File: config.mk
export PLATFORM = sky130hd
export DESIGN_NAME = fifo_sync_ctrl
export DESIGN_NICKNAME = d
export VERILOG_FILES = /design/src/rtl/fifo_sync_ctrl.sv
export SDC_FILE = /design/constraint.sdc
export NUM_CORES = 1
export LEC_CHECK = 0
export ABC_CLOCK_PERIOD_IN_PS = 2810
export BUFFER_PORTS_ARGS = -buffer_cell sky130_fd_sc_hd__clkbuf_2
export CAP_MARGIN = 20
export CORE_ASPECT_RATIO = 1.4
export CORE_MARGIN = 3
export CORE_UTILIZATION = 50
export CTS_CLUSTER_DIAMETER = 40
export DETAILED_ROUTE_END_ITERATION = 12
export MAX_ROUTING_LAYER = met4
export PLACE_DENSITY = 0.72
export SKIP_LAST_GASP = 1
export SLEW_MARGIN = 15
export SYNTH_ARGS = -nofsm -noshare
export SYNTH_HDL_FRONTEND = slang
export SYNTH_SLANG_ARGS = --single-unit
File: constraint.sdc
create_clock -name clk -period 2.81 [get_ports clk]
set_input_delay 0.562 -clock clk [delete_from_list [all_inputs] [get_ports clk]]
set_output_delay 0.562 -clock clk [all_outputs]
set_load 0.03 [all_outputs]
File: src/rtl/fifo_sync_ctrl.sv
// -----------------------------------------------------------------------------
// fifo_sync_ctrl
// Single-clock FIFO with occupancy count, programmable almost-full/almost-empty
// levels and sticky overflow/underflow flags. The storage is a register array
// with synchronous write and asynchronous read.
//
// Optional feature macro: FIFO_FWFT_EN
//   defined   : first-word-fall-through; the head word is shown on rd_data with
//               rd_valid = !empty, and rd_en pops it.
//   undefined : registered read; rd_data loads at the accepting edge and
//               rd_valid pulses for the following cycle.
//
// Ports:
//   clk          clock, all state updates on the rising edge
//   rst          synchronous active-high reset
//   wr_en        write request          wr_data   write word
//   rd_en        read request / pop     rd_data   read word
//   rd_valid     rd_data qualifier
//   full/empty   count == DEPTH / count == 0
//   almost_full  count >= af_level      almost_empty  count <= ae_level
//   af_level     almost-full threshold  ae_level      almost-empty threshold
//   count        occupancy 0..DEPTH
//   overflow     sticky, write while full
//   underflow    sticky, read while empty
//   clr_err      clears both sticky flags
// -----------------------------------------------------------------------------
module fifo_sync_ctrl #(
    parameter int ADDR_SIZE = 4,
    parameter int DATA_SIZE = 8,
    parameter int DEPTH     = 16
) (
    input  logic                 clk,
    input  logic                 rst,
    input  logic                 wr_en,
    input  logic [DATA_SIZE-1:0] wr_data,
    input  logic                 rd_en,
    output logic [DATA_SIZE-1:0] rd_data,
    output logic                 rd_valid,
    output logic                 full,
    output logic                 empty,
    output logic                 almost_full,
    output logic                 almost_empty,
    input  logic [ADDR_SIZE:0]   af_level,
    input  logic [ADDR_SIZE:0]   ae_level,
    output logic [ADDR_SIZE:0]   count,
    output logic                 overflow,
    output logic                 underflow,
    input  logic                 clr_err
);

    localparam logic [ADDR_SIZE:0] DEPTH_C = (ADDR_SIZE + 1)'(DEPTH);
    localparam logic [ADDR_SIZE:0] ZERO_C  = {(ADDR_SIZE + 1){1'b0}};
    localparam logic [ADDR_SIZE:0] ONE_C   = {{ADDR_SIZE{1'b0}}, 1'b1};

    // The extra pointer wrap bit only works if the array spans the full address space.
    if (DEPTH != (1 << ADDR_SIZE)) begin : g_depth_chk
        $error("fifo_sync_ctrl: DEPTH must equal 2**ADDR_SIZE");
    end

    logic [DATA_SIZE-1:0] mem_q [DEPTH];
    logic [ADDR_SIZE:0]   wr_ptr_q, wr_ptr_d;
    logic [ADDR_SIZE:0]   rd_ptr_q, rd_ptr_d;
    logic [ADDR_SIZE:0]   count_q, count_d;
    logic                 overflow_q, overflow_d;
    logic                 underflow_q, underflow_d;
    logic                 full_s, empty_s;
    logic                 wr_acc_s, rd_acc_s;

    // Status decode from the count register, accept qualification and next state.
    always_comb begin
        full_s   = (count_q == DEPTH_C);
        empty_s  = (count_q == ZERO_C);
        wr_acc_s = wr_en && !full_s;
        rd_acc_s = rd_en && !empty_s;

        if (wr_acc_s) begin
            wr_ptr_d = wr_ptr_q + ONE_C;
        end else begin
            wr_ptr_d = wr_ptr_q;
        end

        if (rd_acc_s) begin
            rd_ptr_d = rd_ptr_q + ONE_C;
        end else begin
            rd_ptr_d = rd_ptr_q;
        end

        // A simultaneous accepted read and write leaves the occupancy unchanged.
        case ({wr_acc_s, rd_acc_s})
            2'b10:   count_d = count_q + ONE_C;
            2'b01:   count_d = count_q - ONE_C;
            default: count_d = count_q;
        endcase

        // Error events win over a coincident clear.
        if (wr_en && full_s) begin
            overflow_d = 1'b1;
        end else if (clr_err) begin
            overflow_d = 1'b0;
        end else begin
            overflow_d = overflow_q;
        end

        if (rd_en && empty_s) begin
            underflow_d = 1'b1;
        end else if (clr_err) begin
            underflow_d = 1'b0;
        end else begin
            underflow_d = underflow_q;
        end
    end

    // Pointer, occupancy and sticky error registers.
    always_ff @(posedge clk) begin
        if (rst) begin
            wr_ptr_q    <= ZERO_C;
            rd_ptr_q    <= ZERO_C;
            count_q     <= ZERO_C;
            overflow_q  <= 1'b0;
            underflow_q <= 1'b0;
        end else begin
            wr_ptr_q    <= wr_ptr_d;
            rd_ptr_q    <= rd_ptr_d;
            count_q     <= count_d;
            overflow_q  <= overflow_d;
            underflow_q <= underflow_d;
        end
    end

    // Storage array write port; contents are intentionally not reset.
    always_ff @(posedge clk) begin
        if (!rst && wr_acc_s) begin
            mem_q[wr_ptr_q[ADDR_SIZE-1:0]] <= wr_data;
        end
    end

`ifdef FIFO_FWFT_EN
    // Head word falls through; valid whenever anything is stored.
    always_comb begin
        rd_data  = mem_q[rd_ptr_q[ADDR_SIZE-1:0]];
        rd_valid = !empty_s;
    end
`else
    logic [DATA_SIZE-1:0] rd_data_q;
    logic                 rd_valid_q;

    // Registered read port: data loads on an accepted read and is held otherwise.
    always_ff @(posedge clk) begin
        if (rst) begin
            rd_data_q  <= {DATA_SIZE{1'b0}};
            rd_valid_q <= 1'b0;
        end else begin
            rd_valid_q <= rd_acc_s;
            if (rd_acc_s) begin
                rd_data_q <= mem_q[rd_ptr_q[ADDR_SIZE-1:0]];
            end
        end
    end

    assign rd_data  = rd_data_q;
    assign rd_valid = rd_valid_q;
`endif

    assign full         = full_s;
    assign empty        = empty_s;
    assign almost_full  = (count_q >= af_level);
    assign almost_empty = (count_q <= ae_level);
    assign count        = count_q;
    assign overflow     = overflow_q;
    assign underflow    = underflow_q;

endmodule

==> reports/summary.txt <==
status = finished clean
Avg Synthesized Cell Area = 14.71 sq um
CTS sink count = 152
Root Buffer = clkbuf_16
vias in the first global route = 3658
worst slew pin tran = 0.7422 ns
unrepaired setup endpoints after global routing = false
Max Slew Vio Count = 0
Synth Area in Adders = 0.04065
All-Layer GR Usage = 0.1990
FMAX = 0.3787 GHz
register area = 4337 sq um
min Tclk post-route = 2.641 ns
simple-gate area share of the yosys netlist = 0.07005
initial antenna violation count = 0
Vias per Instance = 5.612
ys async rst share = 0
Synth area leaders = edfxtp_1, mux2i_1, dfxtp_1
Vias = 3670
# diodes = 0
hpwl dp = 8695 microns
CTS tree = yes
cell accounting for the most synthesized area = edfxtp_1
compound-gate portion of the synthesized area = 0.05880
worst min-delay path class = in -> reg
NumNets Final = 534
fin area = 7405 sq um
largest net degree at the start of global routing = 34
CP startpoint kind = flip-flop
Ys Warns = 0
Initial Utilization = 0.5125
Clock Latency Late Sink = 0.41 ns
Placed Area = 6788 sq um
setup repair bufs after CTS = 0
DRC = 0
commonest register cell after synthesis = edfxtp_1
Die ar. = 14090 sq um
Num CTS Buffers = 17
multiplexer share of the synthesized area = 0.1044
synth unique cells = 40
Pwr Density = 857.1 nW/um^2
post-synthesis cell area = 6341 sq um
total negative slack = 0 ns
#FFs+latches synth = 152
boundary pin count = 43
clock-pin slew on the worst setup and hold paths = 0.06 ns
# hold bufs at CTS = 0
multi-input logic area = 1829 sq um
die width = 101.2 microns
Max Root-Sink Buffers = 2
final-report setup violation count = 0
drt wl/cell = 19.59 microns
Max Clock Skew = 0.005557 ns
core area = 12370 sq um
Post-synth EDFFs = 128
FP Rows = 48
max-cap violations = 0
Die Y = 139.3 microns
Seq/Total Area, Yosys = 0.6819
Post-Synthesis Cells = 431
Synth top area share = 0.6062
GRT overflow = 0
required time of the critical path = 3.11 ns
Critical Path Sink Type = flip-flop
Synth Area in XOR/XNOR = 0.01105
number of fill cells = 937
largest fanout on the critical path = 6
htree depth = 4
leak pwr = 2.541 nW
first-pass GRT wire length = 19990 microns
DRT iter0 DRCs = 233
GPL Wtd Cong = 0.8006
syn nets = 474
Critical Path AT = 2.94 ns
wirelength, routed = 12810 microns
Hold Vio Cnt, Final = 0
final critical-path share of the clock period = 0.9398
largest family of logic cells by synthesized area = multiplexers
share of cells above drive strength 1 = 0.2163
Post-DRT Antenna Nets = 0
drt first pass iters = 4
Rel. slew slack = 0.5034
Setup CP Type = reg -> reg
area grow syn2layout = 16.77%
maximum vdd drop = 0.5113 mV
port bufs = 42
-- worst paths after layout --
kind | start | to | slack (ns) | cells past startpoint
max | count[2]$_SDFFE_PP0P_ | count[4]$_SDFFE_PP0P_ | 0.17 | 11
max reg2reg | count[2]$_SDFFE_PP0P_ | count[4]$_SDFFE_PP0P_ | 0.17 | 11
min reg2reg | rd_data[3]$_SDFFE_PP0P_ | rd_data[3]$_SDFFE_PP0P_ | 0.51 | 2
min | wr_en | overflow$_SDFFE_PP0P_ | 0.41 | 3
-- kinds of logic after synthesis --
logic type,after synthesis
fa+ha+maj,20
xor+xnor,8
flops,152
simple gates,88
buf+inv,39
compound gates,58
mux,66
-- critical path, stage by stage (launching register included) --
cell and delay (ns):
dfxtp_2 0.38, nor4_4 0.34, and2_4 0.20, nand2b_4 0.13
inv_2 0.04, ha_2 0.20, ha_4 0.28, nor2b_1 0.16
o21ai_1 0.09, nand3_1 0.08, or3b_1 0.35, mux2_2 0.27
-- registers in the layout, summed over array words and instances (netlist names) --
name	count
mem_q	128
rd_data	8
count	5
rd_ptr_q	4
wr_ptr_q	4
overflow	1
rd_valid	1
underflow	1
-- cells in the mapped netlist (5+ instances only) --
master    number
nand2_1        9
o22ai_1       33
mux2i_1       65
a21oi_1        8
nor2_1        46
inv_1         18
nor4_1         8
a211oi_1       8
edfxtp_1     128
buf_6          5
xor2_1         5
clkbuf_1       5
ha_1          19
dfxtp_1       24
buf_4          6
-- routing by layer --
layer / share of wire / track usage
met1: 0.40 / 0.2324
met2: 0.55 / 0.3369
met3: 0.034 / 0.03761
met4: 0.020 / 0.07563
met5: 0 / -
-- per-stage QoR --
stage,util,setup WS [ns],hold WS (ns),std cells,total power [mW]
after global placement,0.5486,0.2067,0.4896,622,4.045
after global routing,0.5985,0.005888,0.4443,654,6.627
after floorplan,-,0.03544,0.5288,431,3.732
after CTS,0.5983,0.1420,0.3916,654,6.385
final,0.5985,0.1692,0.4065,654,6.347
after detailed placement,0.5486,0.1489,0.4996,622,4.093
-- report_power, final --
group          switching (mW)  internal, mW
clock network           0.876          1.43
logic                   0.834         0.489
registers               0.129          2.59
total                    1.84          4.51
-- cells in the final DEF (no fill, tap or decap), drive strengths merged, types with 5 or more instances in the layout --
cell type and count:
inv 21, a211oi 8, edfxtp 128, o22ai 33, xor2 5, dfxtp 24, nor4 9, a21oi 8
nor2 46, buf 19, clkbuf 61, ha 19, clkinvlp 5, mux2i 65, nand2 9
-- layout make-up --
cell class / instances / area share
Timing Repair Buffer: 61 / 0.04934
Inverter: 19 / 0.009632
Tap cell: 150 / 0.02535
Multi-Input combinational cell: 240 / 0.2470
Clock inverter: 13 / 0.02315
Clock buffer: 19 / 0.05982
Sequential cell: 152 / 0.5857
-- timing repair --
action	4_1_cts	5_1_grt
hold endpoints to repair	0	0
gates resized for setup	0	2
setup endpoints to repair	0	1
Power figures use the tool's default switching activity.
